[config.mk]
export PLATFORM = sky130hd
export DESIGN_NAME = fifo_write_arbiter
export DESIGN_NICKNAME = d
export VERILOG_FILES = /design/src/rtl/fifo_write_arbiter.sv
export SDC_FILE = /design/constraint.sdc
export NUM_CORES = 1
export LEC_CHECK = 0
export CAP_MARGIN = 30
export CORE_MARGIN = 5
export CORE_UTILIZATION = 31
export DETAILED_ROUTE_END_ITERATION = 6
export GPL_TIMING_DRIVEN = 1
export MAX_ROUTING_LAYER = met4
export PLACE_DENSITY_LB_ADDON = 0.08
export SETUP_SLACK_MARGIN = 0.05
export SLEW_MARGIN = 10
export SYNTH_ARGS = -nofsm -noshare
export SYNTH_HDL_FRONTEND = slang
export SYNTH_SLANG_ARGS = --single-unit
export TNS_END_PERCENT = 100
[constraint.sdc]
create_clock -name clk -period 1.8 [get_ports clk]
set_input_delay 0.36 -clock clk [delete_from_list [all_inputs] [get_ports clk]]
set_output_delay 0.36 -clock clk [all_outputs]
set_load 0.05 [all_outputs]
[src/rtl/fifo_write_arbiter.sv]
// fifo_write_arbiter: round-robin sharing of a single synchronous_fifo write port among
// NUM_REQ valid/ready requesters.
// Build option: FIFO_ARB_BURST_EN lets an owner keep the grant for up to MAX_BURST
// consecutive transfers; without it the grant rotates after every word.
module fifo_write_arbiter #(
  parameter int unsigned NUM_REQ    = 4,
  parameter int unsigned DATA_WIDTH = 8,
  parameter int unsigned MAX_BURST  = 4
) (
  input  logic                          clk,
  input  logic                          reset,
  input  logic [NUM_REQ-1:0]            req_valid,
  input  logic [NUM_REQ*DATA_WIDTH-1:0] req_data,
  output logic [NUM_REQ-1:0]            req_ready,
  input  logic                          fifo_full,
  output logic                          fifo_wr_en,
  output logic [DATA_WIDTH-1:0]         fifo_data_in,
  output logic [$clog2(NUM_REQ)-1:0]    grant_id,
  output logic                          busy
);

  localparam int unsigned IdW = $clog2(NUM_REQ);

  typedef enum logic {StIdle, StGrant} state_e;

  state_e         state_q, state_d;
  logic [IdW-1:0] grant_q, grant_d;
  logic [IdW-1:0] last_q, last_d;
  logic [IdW-1:0] winner;
  logic           any_valid;
  logic           xfer;
  logic           burst_done;
  logic           new_grant;

  // Round-robin search from last_q+1; the previous winner is naturally the last candidate.
  always_comb begin
    winner    = '0;
    any_valid = 1'b0;
    for (int unsigned k = 1; k <= NUM_REQ; k++) begin
      logic [IdW-1:0] cand;
      cand = IdW'((32'(last_q) + k) % NUM_REQ);
      if (!any_valid && req_valid[cand]) begin
        any_valid = 1'b1;
        winner    = cand;
      end
    end
  end

  // Outputs decode straight from the registered owner; a stalled FIFO blocks the handshake.
  always_comb begin
    xfer               = (state_q == StGrant) && req_valid[grant_q] && !fifo_full;
    req_ready          = '0;
    req_ready[grant_q] = xfer;
    fifo_wr_en         = xfer;
    fifo_data_in       = '0;
    if (state_q == StGrant) begin
      fifo_data_in = req_data[32'(grant_q) * DATA_WIDTH +: DATA_WIDTH];
    end
    busy     = (state_q == StGrant);
    grant_id = grant_q;
  end

`ifdef FIFO_ARB_BURST_EN
  localparam int unsigned CntW = $clog2(MAX_BURST) + 1;

  logic [CntW-1:0] burst_cnt_q, burst_cnt_d;

  assign burst_done = xfer && ((burst_cnt_q + CntW'(1)) == CntW'(MAX_BURST));

  // Burst counter restarts on every grant (including a self re-grant) and freezes on stall.
  always_comb begin
    burst_cnt_d = burst_cnt_q;
    if (new_grant) begin
      burst_cnt_d = '0;
    end else if (xfer) begin
      burst_cnt_d = burst_cnt_q + CntW'(1);
    end
  end

  // Burst counter register.
  always_ff @(posedge clk) begin
    if (reset) begin
      burst_cnt_q <= '0;
    end else begin
      burst_cnt_q <= burst_cnt_d;
    end
  end
`else
  // Burst limit of one: every transfer ends the grant.
  assign burst_done = xfer;

  logic unused_max_burst;
  assign unused_max_burst = (MAX_BURST != 0);
`endif

  // Grant, release and same-edge handover; a dropped owner valid counts as a release.
  always_comb begin
    state_d   = state_q;
    grant_d   = grant_q;
    last_d    = last_q;
    new_grant = 1'b0;
    unique case (state_q)
      StIdle: begin
        if (any_valid) begin
          new_grant = 1'b1;
        end
      end
      StGrant: begin
        if (!req_valid[grant_q] || burst_done) begin
          if (any_valid) begin
            new_grant = 1'b1;
          end else begin
            state_d = StIdle;
          end
        end
      end
      default: state_d = StIdle;
    endcase
    if (new_grant) begin
      state_d = StGrant;
      grant_d = winner;
      last_d  = winner;
    end
  end

  // State registers; last_q resets to NUM_REQ-1 so requester 0 wins first.
  always_ff @(posedge clk) begin
    if (reset) begin
      state_q <= StIdle;
      grant_q <= '0;
      last_q  <= IdW'(NUM_REQ - 1);
    end else begin
      state_q <= state_d;
      grant_q <= grant_d;
      last_q  <= last_d;
    end
  end

endmodule
; ---- Word-level counts from Yosys, hierarchy flattened
; Cells that the tools add are included.
[totals]
input_bits = 39
regBits = 5
word_cells = 55
output_inout_bits = 16
[op_classes]
magnitude_cmp = 6
reduce_logical = 12
shift = 1
addsub = 4
n_bitwise = 2
mux = 27
[ops]
columns = cell, n
row1 = $shiftx 32x6->8, 1
row2 = $lt 2x3->1 const B, 5
row3 = $mux 1, 15
row4 = $bmux 1 s2, 5
row5 = $mux 2, 4
row6 = $mux 8, 1
row7 = $logic_and 1x1->1, 6
row8 = $logic_not 1->1, 5
row9 = $add 2x1->2 const B, 2
row10 = $add 2x2->2 const B, 2
row11 = $and 4x4->4, 1
row12 = $demux 1 s2, 1
row13 = $ge 2x1->1 const B, 1
row14 = $pmux 1 s2, 1
row15 = $logic_or 1x1->1, 1
row16 = $not 1->1, 1

; ---- Longest topological paths before layout
; Gate-level depths: netlist of run 1.
[logic_depth]
word_depth = 17
depth_mapped = 5
ltp_nobuf = 4

; ---- Least setup slack after synthesis of run 1
; Ideal clock, no wire load.
[synth_timing]
path_type = register to output
start = register state_q, in the netlist busy
end = output req_ready[0]
path_buffers = 1
required_ns = 1.440
setup_slack_ns = -1.237
path_stages_with_launch = 4
arrival_time_ns = 2.677
cell_sequence = dfxtp_1 -> clkbuf_1 -> nand2b_1 -> nor4b_1
[synth_between]
elab_chain_len = 3
[synth_lines]
columns = item, line
row1 = from (decl), 26  ; state_e state_q, state_d;
row2 = from (signal assigned), 129  ; state_q <= StIdle;
row3 = from (signal assigned), 133  ; state_q <= state_d;
row4 = $logic_and 1x1->1 (2 in series), 51  ; xfer = (state_q == StGrant) && req_valid[grant_q] && !fifo_full;
row5 = $and 4x4->4 (no line), n/a
row6 = to (decl), 14  ; output logic [NUM_REQ-1:0] req_ready,
; Every way passes these cells.

; ---- Worst setup path after layout of run 1
[layout_timing]
start = register grant_q[0], in the netlist grant_id[0]
end = output fifo_data_in[2]
[layout_between]
elab_chain_len = 2
[layout_lines]
columns = item, line
row1 = from (decl), 27  ; logic [IdW-1:0] grant_q, grant_d;
row2 = from (signal assigned), 134  ; grant_q <= grant_d;
row3 = $shiftx 32x6->8, 57  ; fifo_data_in = req_data[32'(grant_q) * DATA_WIDTH +: DATA_WIDTH];
row4 = $mux 8, 56  ; if (state_q == StGrant) begin
row5 = to (decl), 17  ; output logic [DATA_WIDTH-1:0] fifo_data_in,
; Every way passes these cells.

==> results of run 1 <==
## path summary, 6_finish.rpt
check | end | slack [ns] | depth (start not counted)
max | fifo_data_in[2] | -0.11 | 4
min reg2reg | last_q[0] | 0.57 | 2
max reg2reg | grant_id[1] | 0.27 | 4
min | last_q[0] | 0.57 | 2
## area by class of cell
class | count | area, um2 | area share
Clock buffer | 4 | 26.28 | 0.01711
Timing Repair Buffer | 73 | 770.7 | 0.5020
Tap cell | 27 | 33.78 | 0.02200
Multi-Input combinational cell | 57 | 584.3 | 0.3806
Inverter | 1 | 8.758 | 0.005705
Sequential cell | 5 | 111.4 | 0.07253
## cells by family after synthesis
logic type	after synthesis	share of synthesized area
AND/OR/NAND/NOR	36	0.3166
multiplexers	14	0.3977
buffers and inverters	5	0.04439
AO/OA/AOI/OAI	7	0.08690
flip-flops	5	0.1544
## cells in the final DEF, fill, tap and decap left out
master           synthesis  layout
clkdlybuf4s50_1          0      17
mux4_2                   6       8
nor2_1                   8       7
nand2b_1                 4       3
a31oi_1                  1       1
dfxtp_4                  0       3
nand3b_1                 1       1
a211o_1                  1       1
buf_6                    1       3
buf_4                    0      19
dlymetal6s2s_1           0       4
a21oi_1                  2       2
nand2_1                  3       3
nor4_1                   2       2
nor4b_4                  0       1
nand2b_2                 1       1
nor3_1                   3       2
clkbuf_4                 0       3
and2_4                   0       8
nor3_4                   0       1
nor2_2                   0       1
dfxtp_1                  5       2
nand2b_4                 0       1
inv_6                    0       1
mux2i_1                  4       3
nor2b_1                  3       3
buf_12                   0       6
a211oi_4                 0       1
a21o_1                   1       1
mux2i_2                  0       1
clkbuf_1                 1       1
and4_1                   2       2
mux2_4                   2       2
buf_8                    0       7
a41oi_2                  1       1
dlygate4sd2_1            0      17
## flip-flops by register name (all words and copies together) (netlist names)
| register | cells |
|---|---|
| grant_id | 2 |
| last_q | 2 |
| busy | 1 |
## metrics by stage
step | hold slack, ns | instances | util | power [W]
2_1_floorplan | 0.4227 | 67 | - | 0.0004591
3_3_place_gp | 0.5473 | 153 | 0.6900 | 0.0006373
3_5_place_dp | 0.5671 | 153 | 0.6900 | 0.0006489
4_1_cts | 0.5720 | 163 | 0.7513 | 0.0008478
5_1_grt | 0.6103 | 167 | 0.7746 | 0.0009102
6_report | 0.5669 | 167 | 0.7746 | 0.0008607
## critical path, delay by kind of cell (launching register included)
family        cells  cell delay [ns]
simple gates      1             0.15
mux               1             0.49
flops             1             0.38
buf+inv           2             0.28
## report_power, final
part / switching [W] / total (W) / internal, W
Sequential: 0.0000366 / 0.000164 / 0.000127
Clock: 0.0000454 / 0.000129 / 0.0000838
Combinational: 0.000250 / 0.000568 / 0.000318
Total: 0.000332 / 0.000861 / 0.000528
## metal layers
metal  global-route usage  wire (um)  up-vias
met5                    -          0        -
met4              0.03125          0        0
met3              0.04640        215        0
met2               0.3311       1453       38
met1               0.1814        939      388
li1                     -          -      401
## timing repair
action	CTS	global route
setup buffers	6	5
resized for setup	43	7
pin swaps	8	2
setup endpoints to repair	13	12
gates cloned	0	0
==> impl_metrics.toml, run 1 <==
[run_status]
status = "finished, violations left"
failed_checks = "negative setup slack"

[finish]
drive_gt1_frac = 0.4857
fillCellCount = 135
diodes = 0
finalInstanceArea_um2 = 1535
nets = 180
syn_to_final_growth_pct = 136.9

[route]
vias = 827
route.detailed.drc = 0
post_drt_wl_per_cell_um = 15.62
routed_via_density = 4.952
drtPass1Iterations = 4
ant_nets = 0
drt_first_iter_violations = 9
drt_wl_total_mm = 2.608

[global_routing]
first_global_vias = 888
grt_start_max_net_pins = 14
grt_antenna_before_repair = 0
grt_use_total = 0.1751
grt_pass1_wl_mm = 4.264
overflow = 0

[worst_hold_path]
hold_start = "last_q[0]"
hp-class = "flip-flop to flip-flop"

[timing]
tightest_slew_ns = 0.2532
rsz0062_at_grt = "true"
maxSlewViolCount = 0
finalClockSkew_ns = 0.001700
fmax_mhz = 524.4
fin_tns_setup_ns = -0.6854
setup_viol = 7
max_slew_margin = 0.8278
fin_ws_ns = -0.1068
timing.final.crit_share = 1.059
fin_crit_ns = 1.907
hold_viol = 0

[power]
p_leak_nw = 0.6854
ir_drop_mv = 0.6292
pwr_density_cell_nw_per_um2 = 560.6

[place]
placed_area_um2 = 1368
globalplace.congestion = 0.7664
dp_hpwl_mm = 1.943
port_buffers = 54
dp_slack_ns = -0.1920

[die]
fp.dieW_um = 55.73
die_area_um2 = 3105
start_util = 0.3270
num_io_pins = 55
core_area_um2 = 1982
rows = 16
die_y_um = 55.73

[critical_path]
cp_slowest_stage_delay_ns = 0.49
path_max_fanout = 6
worstSetupEndpointType = "output port"
crit_path_start_kind = "flip-flop"
critical_path_required_ns = 1.44
critPathKind = "flip-flop to output port"
critPathSlowestCell = "mux4_2"
arrival_ns = 1.55
r2r-start = "grant_id[1]"
crit_chain = "buf_6 > mux4_2 > and2_4 > buf_8"
startpoint = "grant_id[0]"

[yosys]
avgSynthCellArea_um2 = 9.673
yosysWarnings = 0
synthesis.area_um2 = 648.1
synth_top_cell_by_area = "mux4_2"
netlist-cell-type-count = 26
synth_edf_count = 0
ys_seq_elements = 5
synth-seq-area-share = 0.1544
synth-async-reset-ratio = 0
synth_top_area_frac = 0.2085
synth_nets = 106
synth_flop_cell = "dfxtp_1"
syn_inst = 67
ys_top_cells_by_count = "and2_1 (8), nor2_1 (8), mux4_2 (6), dfxtp_1 (5)"
netlist_top_cells_area = "mux4_2 (21%), dfxtp_1 (15%), mux4_1 (8.1%)"

[clock_tree]
path_clk_slew_ns = 0.04
htree_levels = 1
clock_path_buffers = 2
cts_sinks = 5
numCtsBuffers = 3
cts_hold_buf = 0
cts_tree = "built"
clk_latency_ns = 0.24
cts_root_buf = "clkbuf_4"

[run]
drv_cap = 0
(Power assumes the default switching activity.)
==> run 2, diff against run 1 <==
--- a/config.mk
+++ b/config.mk
@@ -17,4 +17,4 @@
 export SYNTH_ARGS = -nofsm -noshare
 export SYNTH_HDL_FRONTEND = slang
 export SYNTH_SLANG_ARGS = --single-unit
-export TNS_END_PERCENT = 100
+export TNS_END_PERCENT = 1
==> run 2 against run 1 <==
- the run still ends with negative setup slack left
- core utilization shrank 2.4 points
- routed wire length shrank 13%
- first-iteration DRC count is the same
- register-to-register slack lost 0.04 ns
- sequential share of layout area grew 0.23 points
- setup slack lost 0.0032 ns
- fmax shrank 0.17%
- die area is the same
- critical path type is now primary input to output port
==> impl_metrics.toml, run 2 (same netlist as run 1, synthesis figures left out) <==
[worst_hold_path]
hold_start = "last_q[0]"
min_path_cells = 2
whs_endpoint = "last_q[0]"
hp-class = "flip-flop to flip-flop"

[die]
die_y_um = 55.73
die_area_um2 = 3105
start_util = 0.3270
fp.dieW_um = 55.73
rows = 16
num_io_pins = 55
core_area_um2 = 1982

[clock_tree]
cts_sinks = 5
clk_latency_ns = 0.24
cts_tree = "built"
cts_root_buf = "clkbuf_4"
clock_path_buffers = 2
path_clk_slew_ns = 0.04
htree_levels = 1
numCtsBuffers = 3
cts_hold_buf = 0

[route]
ant_nets = 0
vias = 791
routed_via_density = 4.975
drtPass1Iterations = 3
post_drt_wl_per_cell_um = 14.34
drt_wl_total_mm = 2.280
drt_first_iter_violations = 9
route.detailed.drc = 0

[global_routing]
grt_pass1_wl_mm = 3.995
overflow = 0
grt_antenna_before_repair = 0
grt_start_max_net_pins = 17
gr-usage-met2 = 0.2973
grt.met3_usage = 0.05800
grt_busiest_layer = "met2"
first_global_vias = 859
grtUsageMet1 = 0.1711
grt_use_total = 0.1640

[place]
dp_hpwl_mm = 1.827
dp_slack_ns = -0.1780
port_buffers = 54
globalplace.congestion = 0.8002

[power]
p_total_w = 0.0008306
power_frac_comb = 0.645
pwr_density_cell_nw_per_um2 = 558.3
ir_drop_mv = 0.5062
p_seq_frac = 0.202
pwr-share-clk = 0.153
sw_frac_of_total = 0.3821
p_sw_w = 0.0003174
p_leak_nw = 0.6058
p_int_w = 0.0005133

[finish]
utilization = 0.7506
mostFrequentLayoutCells = "clkdlybuf4s50_1 (29), buf_4 (11), dlygate4sd2_1 (9)"
nets = 172
diodes = 0
syn_to_final_growth_pct = 129.5
final_common_cell = "clkdlybuf4s50_1"
drive_gt1_frac = 0.4470

[critical_path]
critical_path_required_ns = 1.44
startpoint = "req_data[12]"
r2r_cells = 4
path_max_fanout = 1
r2r_end = "grant_id[1]"
critPathKind = "primary input to output port"
r2r-start = "grant_id[1]"
worstSetupEndpointType = "output port"
arrival_ns = 1.55
crit_path_start_kind = "primary input"
rrSetupSlack_ns = 0.23

[timing]
fmax_mhz = 523.6
hold_viol = 0
maxSlewViolCount = 0
rsz0062_at_grt = "true"
fin_ws_ns = -0.1100
finalClockSkew_ns = 0.0009670
max_slew_margin = 0.7031
tightest_slew_ns = 0.4413
timing.final.crit_share = 1.061
setup_viol = 8
fin_crit_ns = 1.910

[run_status]
failed_checks = "negative setup slack"
status = "finished, violations left"

[run]
drv_cap = 0
-- run 2: cell types whose count changed in the layout (fill, tap and decap cells not counted), sizes merged --
| cell | previous run | this run |
|---|---|---|
| buf | 35 | 27 |
| dlygate4sd2 | 17 | 9 |
| dlymetal6s2s | 4 | 0 |
| clkdlybuf4s50 | 17 | 29 |
-- run 2: timing repair --
| action | in CTS | in global routing |
|---|---|---|
| resized for setup | 38 | 1 |
| hold endpoints to repair | 0 | 0 |
| buffers inserted | 2 | 1 |
| pin swaps | 10 | 1 |
| endpoints found under the setup margin | 13 | 13 |
-- run 2: layer usage --
layer  vias up  share of wire  routed length (um)
li1        387              -                   -
met1       370           0.39                 882
met2        32           0.52                1192
met3         2          0.084                 192
met4         0         0.0048                  11
met5         -              0                   0
-- run 2: layout make-up --
cell class	count	area (um2)
Timing Repair Buffer	65	715.7
Multi-Input combinational cell	57	594.3
Fill cell	145	494.2
Sequential cell	5	111.4
Tap cell	27	33.78
Clock buffer	4	26.28
Inverter	1	6.256
-- run 2: power groups by stage --
stage                     registers [W]  clock network (W)  logic, W
after global routing           0.000174           0.000148  0.000565
after CTS                      0.000170           0.000133  0.000531
after detailed placement       0.000175                  0  0.000459
after floorplan                0.000170                  0  0.000277
after global placement         0.000175                  0  0.000451
final                          0.000168           0.000127  0.000535
-- run 2: through the flow --
stage / cell area [um2] / hold WS, ns / instances / setup TNS, ns
6_report: 1488 / 0.5874 / 159 / -0.7270
5_1_grt: 1488 / 0.6513 / 159 / -1.160
4_1_cts: 1478 / 0.6030 / 158 / -0.7226
3_5_place_dp: 1353 / 0.5764 / 152 / -1.666
3_3_place_gp: 1353 / 0.5477 / 152 / -1.552
2_1_floorplan: 715.7 / 0.4227 / 67 / 0
-- run 2: worst max-delay path by stage --
stage,to
after floorplan,fifo_data_in[0]
after global placement,fifo_data_in[0]
after detailed placement,fifo_data_in[0]
after CTS,fifo_data_in[0]
after global routing,fifo_data_in[5]
final,fifo_data_in[4]
-- run 2: worst max-delay path: stages --
cell	delay, ns
clkdlybuf4s50_1	0.39
mux4_1	0.50
and2_4	0.16
buf_6	0.14
